`config.mk`:
```
export PLATFORM = sky130hd
export DESIGN_NAME = midi_poly_tracker
export DESIGN_NICKNAME = d
export VERILOG_FILES = /design/src/rtl/midi_poly_tracker.sv
export SDC_FILE = /design/constraint.sdc
export NUM_CORES = 1
export LEC_CHECK = 0
export BUFFER_PORTS_ARGS = -buffer_cell sky130_fd_sc_hd__clkbuf_2
export CELL_PAD_IN_SITES_DETAIL_PLACEMENT = 1
export CELL_PAD_IN_SITES_GLOBAL_PLACEMENT = 2
export CORE_MARGIN = 1.5
export CORE_UTILIZATION = 30
export DETAILED_ROUTE_END_ITERATION = 16
export GPL_TIMING_DRIVEN = 0
export PLACE_DENSITY_LB_ADDON = 0.1
export SYNTH_ARGS = -nofsm -noshare
export SYNTH_HDL_FRONTEND = slang
export SYNTH_SLANG_ARGS = --single-unit
```
`constraint.sdc`:
```
create_clock -name clk -period 6.15 [get_ports clk]
set_input_delay 0.3075 -clock clk [delete_from_list [all_inputs] [get_ports clk]]
set_output_delay 0.3075 -clock clk [all_outputs]
set_load 0.02 [all_outputs]
```
`src/rtl/midi_poly_tracker.sv`:
```
// midi_poly_tracker: polyphonic MIDI channel-message parser with a voice
// allocation table (round-robin stealing) and a show-ahead event FIFO that
// feeds the bus-side register file. int_sig is raised while events are pending.
module midi_poly_tracker #(
    parameter int NUM_VOICES = 4,
    parameter int FIFO_DEPTH = 8,
    parameter int FIFO_AW    = 3
) (
    input  logic                      clk,
    input  logic                      rst,
    input  logic                      byte_valid,
    input  logic [7:0]                byte_data,
    input  logic [3:0]                chan_sel,
    input  logic                      omni,
    input  logic                      int_en,
    input  logic                      evt_pop,
    input  logic                      ovf_clr,
    output logic                      evt_valid,
    output logic [23:0]               evt_data,
    output logic [FIFO_AW:0]          fifo_count,
    output logic                      overflow,
    output logic [NUM_VOICES-1:0]     voice_active,
    output logic [7*NUM_VOICES-1:0]   voice_notes,
    output logic [6:0]                modulation,
    output logic [13:0]               pitch_bend,
    output logic                      int_sig
);

    localparam int VW = (NUM_VOICES > 1) ? $clog2(NUM_VOICES) : 1;

    typedef enum logic [1:0] {
        ST_IDLE    = 2'd0,
        ST_WAIT_D0 = 2'd1,
        ST_WAIT_D1 = 2'd2
    } pstate_t;

    // Event type codes carried in evt_data[23:22]
    localparam logic [1:0] EVT_NOTE_ON  = 2'd0;
    localparam logic [1:0] EVT_NOTE_OFF = 2'd1;
    localparam logic [1:0] EVT_CC       = 2'd2;
    localparam logic [1:0] EVT_BEND     = 2'd3;

    // Pack the FIFO event word
    function automatic logic [23:0] pack_evt(
        input logic [1:0] typ,
        input logic [3:0] ch,
        input logic [6:0] d0,
        input logic [6:0] d1,
        input logic       vv,
        input logic [2:0] vi
    );
        return {typ, ch, d0, d1, vv, vi};
    endfunction

    // Index of the lowest set bit (0 when none is set)
    function automatic logic [VW-1:0] lowest_set(input logic [NUM_VOICES-1:0] v);
        logic [VW-1:0] idx;
        idx = '0;
        for (int k = NUM_VOICES - 1; k >= 0; k--) begin
            if (v[k]) begin
                idx = VW'(k);
            end else begin
                idx = idx;
            end
        end
        return idx;
    endfunction

    // Parser state
    pstate_t     state_r;
    logic [3:0]  status_r;
    logic [3:0]  chan_r;
    logic [6:0]  d0_r;

    // Voice table and controller state
    logic [NUM_VOICES-1:0]       active_r;
    logic [NUM_VOICES-1:0][6:0]  notes_r;
    logic [VW-1:0]               steal_ptr_r;
    logic [6:0]                  mod_r;
    logic [13:0]                 bend_r;

    // FIFO state
    logic [23:0]        mem_r [FIFO_DEPTH];
    logic [FIFO_AW-1:0] wr_ptr_r;
    logic [FIFO_AW-1:0] rd_ptr_r;
    logic [FIFO_AW:0]   count_r;
    logic               ovf_r;

    // Byte classification and message completion
    logic byte_realtime_s;
    logic byte_syscom_s;
    logic one_byte_msg_s;
    logic exec_s;
    logic [6:0] d1_s;

    assign byte_realtime_s = (byte_data[7:3] == 5'b11111);
    assign byte_syscom_s   = (byte_data[7:3] == 5'b11110);
    assign one_byte_msg_s  = (status_r == 4'hC) || (status_r == 4'hD);
    assign d1_s            = byte_data[6:0];
    // A two-data-byte message completes on a data byte in WAIT_D1; program
    // change / aftertouch complete in WAIT_D0 but have no effect, so only the
    // WAIT_D1 case can ever be executed.
    assign exec_s = byte_valid && !byte_data[7] && (state_r == ST_WAIT_D1) &&
                    (omni || (chan_r == chan_sel)) && (status_r != 4'hA);

    // Voice lookup
    logic [NUM_VOICES-1:0] match_vec_s;
    logic [NUM_VOICES-1:0] free_vec_s;
    logic                  hit_s;
    logic                  free_s;
    logic [VW-1:0]         hit_idx_s;
    logic [VW-1:0]         free_idx_s;

    // Per-slot match and free flags for the note carried in d0
    always_comb begin
        match_vec_s = '0;
        free_vec_s  = '0;
        for (int k = 0; k < NUM_VOICES; k++) begin
            match_vec_s[k] = active_r[k] && (notes_r[k] == d0_r);
            free_vec_s[k]  = !active_r[k];
        end
    end

    assign hit_s      = |match_vec_s;
    assign free_s     = |free_vec_s;
    assign hit_idx_s  = lowest_set(match_vec_s);
    assign free_idx_s = lowest_set(free_vec_s);

    // Next-state values for the voice table, controllers and the pushed event
    logic [NUM_VOICES-1:0]       active_n_s;
    logic [NUM_VOICES-1:0][6:0]  notes_n_s;
    logic [VW-1:0]               steal_n_s;
    logic [6:0]                  mod_n_s;
    logic [13:0]                 bend_n_s;
    logic                        push_s;
    logic [23:0]                 evt_s;
    logic                        note_on_s;
    logic                        note_off_s;

    assign note_on_s  = (status_r == 4'h9) && (d1_s != 7'd0);
    assign note_off_s = (status_r == 4'h8) || ((status_r == 4'h9) && (d1_s == 7'd0));

    // Execute an accepted message against the voice table
    always_comb begin
        active_n_s = active_r;
        notes_n_s  = notes_r;
        steal_n_s  = steal_ptr_r;
        mod_n_s    = mod_r;
        bend_n_s   = bend_r;
        push_s     = 1'b0;
        evt_s      = 24'd0;
        if (exec_s) begin
            case (status_r)
                4'h8, 4'h9: begin
                    if (note_on_s) begin
                        push_s = 1'b1;
                        if (hit_s) begin
                            evt_s = pack_evt(EVT_NOTE_ON, chan_r, d0_r, d1_s, 1'b1, 3'(hit_idx_s));
                        end else if (free_s) begin
                            active_n_s[free_idx_s] = 1'b1;
                            notes_n_s[free_idx_s]  = d0_r;
                            evt_s = pack_evt(EVT_NOTE_ON, chan_r, d0_r, d1_s, 1'b1, 3'(free_idx_s));
                        end else begin
                            notes_n_s[steal_ptr_r] = d0_r;
                            evt_s = pack_evt(EVT_NOTE_ON, chan_r, d0_r, d1_s, 1'b1, 3'(steal_ptr_r));
                            steal_n_s = (steal_ptr_r == VW'(NUM_VOICES - 1)) ? '0 : steal_ptr_r + VW'(1);
                        end
                    end else if (note_off_s && hit_s) begin
                        push_s = 1'b1;
                        active_n_s[hit_idx_s] = 1'b0;
                        evt_s = pack_evt(EVT_NOTE_OFF, chan_r, d0_r, d1_s, 1'b1, 3'(hit_idx_s));
                    end else begin
                        push_s = 1'b0;
                    end
                end
                4'hB: begin
                    push_s = 1'b1;
                    evt_s  = pack_evt(EVT_CC, chan_r, d0_r, d1_s, 1'b0, 3'd0);
                    if (d0_r == 7'd1) begin
                        mod_n_s = d1_s;
                    end else if (d0_r == 7'd123) begin
                        active_n_s = '0;
                    end else begin
                        mod_n_s = mod_r;
                    end
                end
                4'hE: begin
                    push_s   = 1'b1;
                    bend_n_s = {d1_s, d0_r};
                    evt_s    = pack_evt(EVT_BEND, chan_r, d0_r, d1_s, 1'b0, 3'd0);
                end
                default: begin
                    push_s = 1'b0;
                end
            endcase
        end else begin
            push_s = 1'b0;
        end
    end

    // FIFO control
    logic full_s;
    logic pop_s;
    logic push_ok_s;
    logic ovf_set_s;

    assign full_s    = (count_r == (FIFO_AW + 1)'(FIFO_DEPTH));
    assign pop_s     = evt_pop && (count_r != '0);
    assign push_ok_s = push_s && (!full_s || pop_s);
    assign ovf_set_s = push_s && full_s && !pop_s;

    // Message parser FSM with running status
    always_ff @(posedge clk) begin
        if (rst) begin
            state_r  <= ST_IDLE;
            status_r <= 4'h0;
            chan_r   <= 4'h0;
            d0_r     <= 7'd0;
        end else if (byte_valid) begin
            if (byte_realtime_s) begin
                state_r <= state_r;
            end else if (byte_syscom_s) begin
                state_r  <= ST_IDLE;
                status_r <= 4'h0;
            end else if (byte_data[7]) begin
                status_r <= byte_data[7:4];
                chan_r   <= byte_data[3:0];
                state_r  <= ST_WAIT_D0;
            end else begin
                case (state_r)
                    ST_IDLE: state_r <= ST_IDLE;
                    ST_WAIT_D0: begin
                        if (!one_byte_msg_s) begin
                            d0_r    <= byte_data[6:0];
                            state_r <= ST_WAIT_D1;
                        end
                    end
                    ST_WAIT_D1: state_r <= ST_WAIT_D0;
                    default:    state_r <= ST_IDLE;
                endcase
            end
        end
    end

    // Voice table, steal pointer and controller registers
    always_ff @(posedge clk) begin
        if (rst) begin
            active_r    <= '0;
            notes_r     <= '0;
            steal_ptr_r <= '0;
            mod_r       <= 7'd0;
            bend_r      <= 14'h2000;
        end else begin
            active_r    <= active_n_s;
            notes_r     <= notes_n_s;
            steal_ptr_r <= steal_n_s;
            mod_r       <= mod_n_s;
            bend_r      <= bend_n_s;
        end
    end

    // FIFO pointers, occupancy and sticky overflow
    always_ff @(posedge clk) begin
        if (rst) begin
            wr_ptr_r <= '0;
            rd_ptr_r <= '0;
            count_r  <= '0;
            ovf_r    <= 1'b0;
        end else begin
            if (push_ok_s) begin
                wr_ptr_r <= wr_ptr_r + FIFO_AW'(1);
            end
            if (pop_s) begin
                rd_ptr_r <= rd_ptr_r + FIFO_AW'(1);
            end
            case ({push_ok_s, pop_s})
                2'b10:   count_r <= count_r + (FIFO_AW + 1)'(1);
                2'b01:   count_r <= count_r - (FIFO_AW + 1)'(1);
                default: count_r <= count_r;
            endcase
            if (ovf_set_s) begin
                ovf_r <= 1'b1;
            end else if (ovf_clr) begin
                ovf_r <= 1'b0;
            end
        end
    end

    // FIFO storage (contents need no reset; validity is tracked by count_r)
    always_ff @(posedge clk) begin
        if (push_ok_s) begin
            mem_r[wr_ptr_r] <= evt_s;
        end
    end

    assign evt_valid    = (count_r != '0);
    assign evt_data     = mem_r[rd_ptr_r];
    assign fifo_count   = count_r;
    assign overflow     = ovf_r;
    assign voice_active = active_r;
    assign voice_notes  = notes_r;
    assign modulation   = mod_r;
    assign pitch_bend   = bend_r;
    assign int_sig      = int_en && (count_r != '0);

endmodule

```
==> results of run 1 <==
-- metrics by stage --
step                hold WS [ns]  instance area [um^2]  power (mW)
floorplan                  0.425                 11500        2.00
global placement           0.473                 12600        2.03
detailed placement         0.490                 12800        2.04
CTS                       0.0174                 13800        3.86
global route              0.0642                 13800        3.93
finish                    0.0401                 13800        3.80
-- per-layer routing --
metal / up-vias / wire length (um) / GRT usage (%)
met4: 0 / 734 / 4.18
met1: 3611 / 14500 / 21.6
met5: - / 0 / 0
met2: 141 / 16100 / 29.6
met3: 48 / 1220 / 2.76
li1: 3198 / - / -
-- power groups by stage --
stage          Clock [mW]  Sequential, mW  Combinational, mW
6_report             1.81            1.93             0.0696
5_1_grt              1.92            1.92             0.0764
4_1_cts              1.86            1.93             0.0715
3_5_place_dp            0            1.96             0.0713
3_3_place_gp            0            1.96             0.0696
2_1_floorplan           0            1.96             0.0380
-- worst max-delay path: stages (launching register included) --
cell and delay, ns:
dfxtp_1 0.48, buf_2 0.40, xnor2_1 0.16, nand4_1 0.12
nor2_1 0.45, nor4_4 0.15, a211oi_1 0.25, o21a_1 0.31
clkbuf_2 0.28, nor4b_4 0.58, buf_8 0.24, buf_6 0.19
-- logic make-up (layout without fill, tap and decap cells) --
group	after synthesis	in the layout	synth area share, %
DFF	270	270	63.2
and+or+nand+nor	225	225	10.9
muxes	134	134	17.0
buffers and inverters	51	218	2.08
AOI/OAI and AO/OA	46	46	2.92
xor gates and xnor gates	37	37	2.83
adders and majority gates	9	9	1.05
other	1	1	0.0327
-- cell type report --
| cell class | instances | share of cell area [%] |
|---|---|---|
| Multi-Input combinational cell | 452 | 29.3 |
| Clock inverter | 21 | 1.49 |
| Tap cell | 511 | 4.64 |
| Inverter | 8 | 0.218 |
| Timing Repair Buffer | 109 | 4.46 |
| Clock buffer | 37 | 5.79 |
| Buffer | 43 | 1.52 |
| Sequential cell | 270 | 52.6 |
-- registers in the layout (all words and copies together) (netlist names), named ones only --
register and cells:
modulation 7, pitch_bend 14, voice_notes 28, mem_r 184, chan_r 4, fifo_count 4, rd_ptr_r 3, voice_active 4
overflow 1, steal_ptr_r 2, wr_ptr_r 3, state_r 2, status_r 4, d0_r 7
-- synthesized netlist by cell type (4+ instances only) --
cell / instances / area share [%]
nor3_1: 11 / 0.48
clkbuf_1: 21 / 0.69
nor2_1: 77 / 2.5
dfxtp_1: 86 / 15
mux2i_1: 64 / 5.6
and2_1: 27 / 1.5
nor4_1: 4 / 0.22
nand2b_1: 19 / 1.0
o21ai_0: 7 / 0.31
buf_2: 10 / 0.44
a21oi_1: 12 / 0.52
nand2_1: 29 / 0.95
nor2b_1: 7 / 0.38
ha_1: 8 / 0.87
inv_1: 8 / 0.26
mux4_2: 46 / 9.0
nand3_1: 7 / 0.31
nand4_1: 7 / 0.38
or4_1: 6 / 0.39
edfxtp_1: 184 / 48
a211oi_1: 4 / 0.26
nand4_2: 4 / 0.44
xor2_1: 11 / 0.84
mux2_2: 24 / 2.4
xnor2_1: 26 / 2.0
buf_1: 5 / 0.16
-- worst paths after layout --
check	from	endpoint	slack [ns]
worst max register to register	d0_r[3]$_SDFFE_PP0P_	mem_r[5][6]$_DFFE_PP_	2.20
worst min-delay path	ovf_clr	overflow$_SDFFE_PP0P_	0.04
worst min register to register	state_r[1]$_SDFFE_PP0P_	state_r[1]$_SDFFE_PP0P_	0.50
worst max-delay path	d0_r[3]$_SDFFE_PP0P_	mem_r[5][6]$_DFFE_PP_	2.20
==> impl_metrics.yaml, run 1 <==
drt:
  dr.pass1.iters: 4
  drt-total-wl_mm: 32.5
  wl_per_cell_um: 22.4
  drt-initial-drc-count: 304
  vias: 6998
  vias_per_cell: 4.82
  drc_errors: 0
  ant_nets: 0
pwr:
  netSwitchingPower_mw: 0.805
  power_density_mw_per_mm2: 276
  swShare_pct: 21.2
  internal-power_mw: 3.00
  seq_power_share_pct: 50.6
  comb_power_share_pct: 1.8
  peakVddDrop_uv: 198
  p_clk_share_pct: 47.5
  p_leak_nw: 5.15
logic_synthesis:
  synth_edf_count: 184
  async_flop_share_pct: 0
  avgSynthCellArea_um2: 14.8
  ys_seq_elements: 270
  synthFlopType: "edfxtp_1"
  synth_area_mm2: 0.0115
  yosysWarnings: 0
  seq_area_frac_synth_pct: 63.2
  syn-instance-count: 773
  syn_nets: 801
  synthDistinctLibCells: 64
global_routing:
  grt_pass1_wl_mm: 48.8
  grt.overflow.total: 0
  first_global_vias: 7671
  grt_use_total_pct: 16.9
  grt_max_degree: 24
  antenna_found_initial: 0
sta:
  fin_tns_setup_ns: 0
  worst_pin_slew_ns: 1.01
  slew-limit-headroom_pct: 32.7
  setup_viol_count_final: 0
  hold_viol: 0
  timing.final.ws_setup_ns: 2.20
  fin_crit_sh_pct: 64.2
  period_minus_slack_ns: 3.95
  skew_ns: 0.0130
  slew_viol_final: 0
  rsz0062_at_grt: "no"
  fmax_ghz: 0.253
clock_tree:
  cts_hold_buf: 0
  cts_setup_buffers: 0
  tritoncts: "done"
  ctsHtreeMaxLevel: 1
  clock_sinks: 270
  ctsResizeCount: 0
  clk_pin_slew_ns: 0.06
  cts_buffer_depth: 3
  clockRootBuffer: "clkbuf_16"
  cts_buffers: 31
  clk_latency_ns: 0.58
floorplan:
  fp.dieH_um: 198
  dieArea_mm2: 0.0394
  start_util_pct: 30.4
  io_pins: 103
  fp.coreArea_mm2: 0.0377
  die_x_um: 198
  num_rows: 71
run:
  max_cap_violations: 0
worst_setup_path:
  endpoint_kind: "flip-flop"
  path_max_fanout: 10
  cp_data_arrival_time_ns: 4.22
  required_ns: 6.42
  reg2reg_depth: 11
  critPathKind: "flip-flop to flip-flop"
  start_kind: "flip-flop"
placement:
  io_buffers: 101
  place_hpwl_mm: 22.4
  place.gp.congestion: 0.763
  placed_cells: 1393
  place_ws_ns: 2.07
layout:
  nFillCells: 3965
  multi_input_area_mm2: 0.00404
  final_cell_mix: "edfxtp_1, clkbuf_2, dfxtp_1"
  final_common_cell: "edfxtp_1"
  seq_area_mm2: 0.00725
  final_core_util_pct: 36.6
  area_growth_pct: 20.2
  fin_cells: 1451
  drive_gt1_share_pct: 28.3
  n_antenna_cell: 0
  nets: 943
hold_path:
  hold_path.class: "input port to flip-flop"
  hold_depth: 4
run_status:
  status: "complete, no violations"
Note: power is estimated with default switching activity, not from simulation.
==> inputs of run 2 (changes only) <==
Settings changed: ABC_AREA set to 1.
Clock period 6.15 ns to 3.8 ns, I/O delays scaled along.
==> impl_metrics.yaml, run 2 <==
global_routing:
  antenna_found_initial: 0
  grt_pass1_wl_mm: 56.3
  grt.overflow.total: 0
  grt_use_total_pct: 19.5
  first_global_vias: 8899
  grt_max_degree: 13
layout:
  top_register: "mem_r"
  final_cell_mix: "nor2_1, edfxtp_1, o21ai_0"
  largest_reg_flops: 184
  final_common_cell: "nor2_1"
  area_growth_pct: 21.3
  drive_gt1_share_pct: 16.7
  final_core_util_pct: 36.9
  nets: 1344
  n_antenna_cell: 0
logic_synthesis:
  avgSynthCellArea_um2: 9.84
  synth_area_mm2: 0.0114
  yosysMostFrequentCell: "nor2_1"
  synthFlopType: "edfxtp_1"
  yosysWarnings: 0
  synthDistinctLibCells: 48
  async_flop_share_pct: 0
  seq_area_frac_synth_pct: 63.4
  ys_seq_elements: 270
  yosys-top-cells-area: "edfxtp_1, dfxtp_1, nor2_1"
  syn-instance-count: 1161
  syn_nets: 1189
  synth_top_area_share_pct: 48.4
  synth_edf_count: 184
  yosysTopAreaCell: "edfxtp_1"
  synth_common_cells: "nor2_1, edfxtp_1, o21ai_0"
sta:
  worst_pin_slew_ns: 0.876
  skew_ns: 0.0208
  period_minus_slack_ns: 3.25
  setup_viol_count_final: 0
  rsz0062_at_grt: "no"
  fin_crit_sh_pct: 85.5
  slew-limit-headroom_pct: 41.3
  hold_viol: 0
  fin_tns_setup_ns: 0
  timing.final.ws_setup_ns: 0.550
  fmax_ghz: 0.308
  slew_viol_final: 0
  hold_slack_ns: 0.0243
floorplan:
  die_x_um: 198
  fp.dieH_um: 198
  fp.coreArea_mm2: 0.0376
  start_util_pct: 30.4
  dieArea_mm2: 0.0393
  num_rows: 71
  io_pins: 103
clock_tree:
  ctsHtreeMaxLevel: 2
  clk_latency_ns: 0.52
  tritoncts: "done"
  cts_buffer_depth: 3
  clockRootBuffer: "clkbuf_16"
  cts_setup_buffers: 0
  clock_sinks: 270
  cts_buffers: 34
  clk_pin_slew_ns: 0.05
worst_setup_path:
  cp_top_family: "simple AND/OR/NAND/NOR gates"
  cp_slowest_cell: "nor3_2"
  cp_data_arrival_time_ns: 3.46
  critPathKind: "flip-flop to flip-flop"
  start_kind: "flip-flop"
  required_ns: 4.01
  critPathMaxStageDelay_ns: 0.68
  path_max_fanout: 8
  critPathBufInv: 3
  endpoint_kind: "flip-flop"
  path_common_cell: "nand2_1"
  path_cells: "inv_2, nand2_1, nand2_1, nor2_1, nand2_1, nor2_2, nor2_2, nand2_4, nand2_2, nand2_1, nand2_2, nand2_4, nand2_4, inv_2, nand2_2, nor3_2, buf_6"
hold_path:
  hold_path.class: "input port to flip-flop"
pwr:
  comb_power_share_pct: 22.6
  seq_power_share_pct: 39.3
  netSwitchingPower_mw: 2.62
  total_power_mw: 8.16
  power_density_mw_per_mm2: 589
  peakVddDrop_uv: 230
  internal-power_mw: 5.54
  p_leak_nw: 4.93
  swShare_pct: 32.1
  p_clk_share_pct: 38.1
drt:
  vias_per_cell: 4.76
  drc_errors: 0
  drt-initial-drc-count: 418
  wl_per_cell_um: 20.4
  vias: 8794
  ant_nets: 0
  drt-total-wl_mm: 37.6
  dr.pass1.iters: 5
placement:
  place.gp.congestion: 0.787
  place_hpwl_mm: 27.3
  place_ws_ns: 0.499
  io_buffers: 100
run:
  max_cap_violations: 0
run_status:
  status: "complete, no violations"
[run 2: changes by cell type after synthesis, moves of 24 or more]
cell and change:
nor2_1 +149, inv_1 +75, o21ai_0 +139, a31oi_1 +25, mux2i_1 -64, a21oi_1 +67
mux4_2 -46, mux2_2 -24, nand2_1 +93, and2_1 -27
[run 2: kinds of logic (layout without fill, tap and decap cells)]
kind of cell / count (synthesis) / in the layout / synth area share [%]
and+or+nand+nor: 407 / 407 / 14.9
AOI/OAI and AO/OA: 311 / 311 / 14.6
DFF: 270 / 270 / 63.4
buffers and inverters: 158 / 335 / 5.58
adders and majority gates: 9 / 9 / 1.05
xor gates and xnor gates: 5 / 5 / 0.383
other: 1 / 1 / 0.0328
[run 2: per-stage QoR]
stage,cell area [um^2],cells
after floorplan,11400,1161
after global placement,12600,1772
after detailed placement,12800,1789
after CTS,13900,1849
after global routing,13900,1849
final,13900,1849
[run 2: repair_timing]
item | CTS | global route
endpoints found under the hold margin | 2 | 0
resized for setup | 0 | 0
hold buffers | 2 | 0
endpoints found under the setup margin | 0 | 0
[run 2: final cells by class]
| cell class | count | area [um^2] |
|---|---|---|
| well taps | 511 | 639 |
| inverters | 98 | 373 |
| plain buffers | 60 | 265 |
| repair buffers | 119 | 693 |
| clock buffers | 38 | 887 |
| multi-input cells | 733 | 3580 |
| fillers | 4312 | 23700 |
| clock inverters | 20 | 170 |
| flip-flops and latches | 270 | 7250 |
[run 2: tightest hold or removal path, stage by stage]
cell	delay (ns)
clkbuf_2	0.16
nand2_1	0.07
o211ai_1	0.07
[run 2: worst paths after layout]
| path | from | to | slack (ns) | cells after the start |
|---|---|---|---|---|
| max reg2reg | d0_r[1]$_SDFFE_PP0P_ | mem_r[1][19]$_DFFE_PP_ | 0.55 | 17 |
| min reg2reg | modulation[0]$_SDFFE_PP0P_ | modulation[0]$_SDFFE_PP0P_ | 0.44 | 2 |
| min | byte_data[6] | pitch_bend[13]$_SDFFE_PP1P_ | 0.02 | 3 |
| max | d0_r[1]$_SDFFE_PP0P_ | mem_r[1][19]$_DFFE_PP_ | 0.55 | 17 |
[run 2: power groups by stage]
stage	combinational [mW]	clock [mW]	sequential, mW
floorplan	1.14	0	3.27
global placement	1.88	0	3.27
detailed placement	1.90	0	3.27
CTS	1.90	3.19	3.20
global route	2.06	3.31	3.21
finish	1.85	3.11	3.20
[run 2: per-layer routing]
metal	share of wire (%)	wire [um]	GRT usage (%)	vias to the layer above
li1	-	-	-	4304
met1	46	17300	25.8	4306
met2	49	18300	33.4	134
met3	3.3	1250	2.67	50
met4	2.0	755	5.03	0
met5	0	0	0	-
==> inputs of run 3 (changes only) <==
Settings changed: ABC_AREA 1 to 0, SLEW_MARGIN set to 30.
==> impl_metrics.yaml, run 3 (synthesis gave the netlist of run 1 again) <==
clock_tree:
  clockRootBuffer: "clkbuf_16"
  cts_buffers: 31
  clk_latency_ns: 0.58
  clock_sinks: 270
  cts_buffer_depth: 3
  tritoncts: "done"
  clk_pin_slew_ns: 0.06
  ctsHtreeMaxLevel: 1
sta:
  slew-limit-headroom_pct: 40.7
  fmax_ghz: 0.284
  slew_viol_final: 0
  period_minus_slack_ns: 3.52
  setup_viol_count_final: 0
  rsz0062_at_grt: "no"
  worst_pin_slew_ns: 0.890
  hold_slack_ns: 0.0361
  fin_crit_sh_pct: 92.6
  skew_ns: 0.0156
  hold_viol: 0
worst_setup_path:
  cp_data_arrival_time_ns: 3.98
  r2r-start: "d0_r[1]$_SDFFE_PP0P_"
  start_kind: "flip-flop"
  reg2reg_depth: 14
  reg2reg_setup_slack_ns: 0.28
  path_max_fanout: 10
  required_ns: 4.26
  endpoint_kind: "flip-flop"
  rr_endpoint: "fifo_count[3]$_SDFFE_PP0P_"
  critPathKind: "flip-flop to flip-flop"
floorplan:
  die_x_um: 198
  num_rows: 71
  fp.coreArea_mm2: 0.0377
  io_pins: 103
  start_util_pct: 30.4
  fp.dieH_um: 198
  dieArea_mm2: 0.0394
drt:
  dr.pass1.iters: 4
  vias: 7073
  drt-total-wl_mm: 32.8
  drc_errors: 0
  vias_per_cell: 4.82
  drt-initial-drc-count: 340
  ant_nets: 0
  wl_per_cell_um: 22.3
layout:
  area_growth_pct: 22.6
  final_cell_mix: "edfxtp_1, clkbuf_2, dfxtp_1"
  final_common_cell: "edfxtp_1"
  n_antenna_cell: 0
  nets: 959
  drive_gt1_share_pct: 29.7
  largest_reg_flops: 184
  top_register: "mem_r"
run_status:
  status: "complete, no violations"
hold_path:
  hold_path_startpoint: "byte_data[5]"
  hold_path.class: "input port to flip-flop"
  whs_endpoint: "pitch_bend[12]$_SDFFE_PP0P_"
  hold_depth: 3
global_routing:
  first_global_vias: 7674
  grt.overflow.total: 0
  grt_pass1_wl_mm: 49.3
  antenna_found_initial: 0
  grt_use_total_pct: 17.0
  grt_max_degree: 19
pwr:
  peakVddDrop_uv: 326
  p_leak_nw: 5.30
  total_power_mw: 6.34
  power_density_mw_per_mm2: 451
placement:
  place_hpwl_mm: 22.9
  io_buffers: 101
  place.gp.congestion: 0.763
run:
  max_cap_violations: 0
==> run 3: power by group <==
group | internal (mW) | leakage, nW | switching (mW) | total, mW
combinational | 0.0405 | 2.17 | 0.0792 | 0.120
sequential | 3.11 | 2.61 | 0.00964 | 3.12
clock | 1.90 | 0.518 | 1.20 | 3.10
==> run 3: per-layer routing <==
metal	wire length, um	part of all wire [%]	track usage, %
met4	587	1.8	3.68
met3	1230	3.7	2.88
met2	16300	50	29.9
met5	0	0	0
met1	14600	45	21.9
==> run 3: cell type report <==
cell class	instances	area [um^2]
Tap cell	511	639
Fill cell	3959	23600
Inverter	8	30.0
Sequential cell	270	7250
Clock buffer	37	798
Clock inverter	21	264
Multi-Input combinational cell	452	4070
Buffer	43	224
Timing Repair Buffer	125	778
==> run 3: critical path: stages (launching register included) <==
cell and delay (ns):
dfxtp_1 0.49, clkbuf_4 0.35, xnor2_1 0.10, nand4_1 0.16, nor2_4 0.09, nor4_4 0.47, a21oi_4 0.21, nand2b_1 0.23
inv_1 0.11, ha_1 0.23, a21o_1 0.17, a21oi_1 0.20, nor3_1 0.07, mux2i_1 0.17, mux2_2 0.34
==> run 3: worst max-delay path by stage <==
stage	startpoint	to	slack [ns]	depth (start not counted)
after global routing	d0_r[1]$_SDFFE_PP0P_	mem_r[5][6]$_DFFE_PP_	0.01	12
after CTS	d0_r[1]$_SDFFE_PP0P_	mem_r[5][6]$_DFFE_PP_	0.03	12
after floorplan	voice_notes[21]$_SDFFE_PP0P_	mem_r[1][0]$_DFFE_PP_	-0.65	7
after global placement	d0_r[1]$_SDFFE_PP0P_	mem_r[1][6]$_DFFE_PP_	-4.19	8
after detailed placement	d0_r[1]$_SDFFE_PP0P_	mem_r[5][6]$_DFFE_PP_	-0.45	12
final	d0_r[1]$_SDFFE_PP0P_	fifo_count[3]$_SDFFE_PP0P_	0.28	14
==> run 3: through the flow <==
step                      worst slack [ns]  setup TNS (ns)  area, um^2  utilization (%)  std cells
after detailed placement            -0.451           -7.54       12900             34.2       1401
after global placement               -4.19         -381.22       12600             33.5       1385
final                                0.281               0       14100             37.3       1467
after global routing                0.0146               0       14100             37.3       1467
after CTS                           0.0276               0       14000             37.2       1466
after floorplan                     -0.653          -45.06       11500                -        773
==> run 3: repair_timing <==
item,CTS,global route
setup endpoints to repair,59,37
gates resized for setup,2,8
buffers inserted,2,1
endpoints found under the hold margin,6,0
hold buffers,5,0
pin swaps,0,1
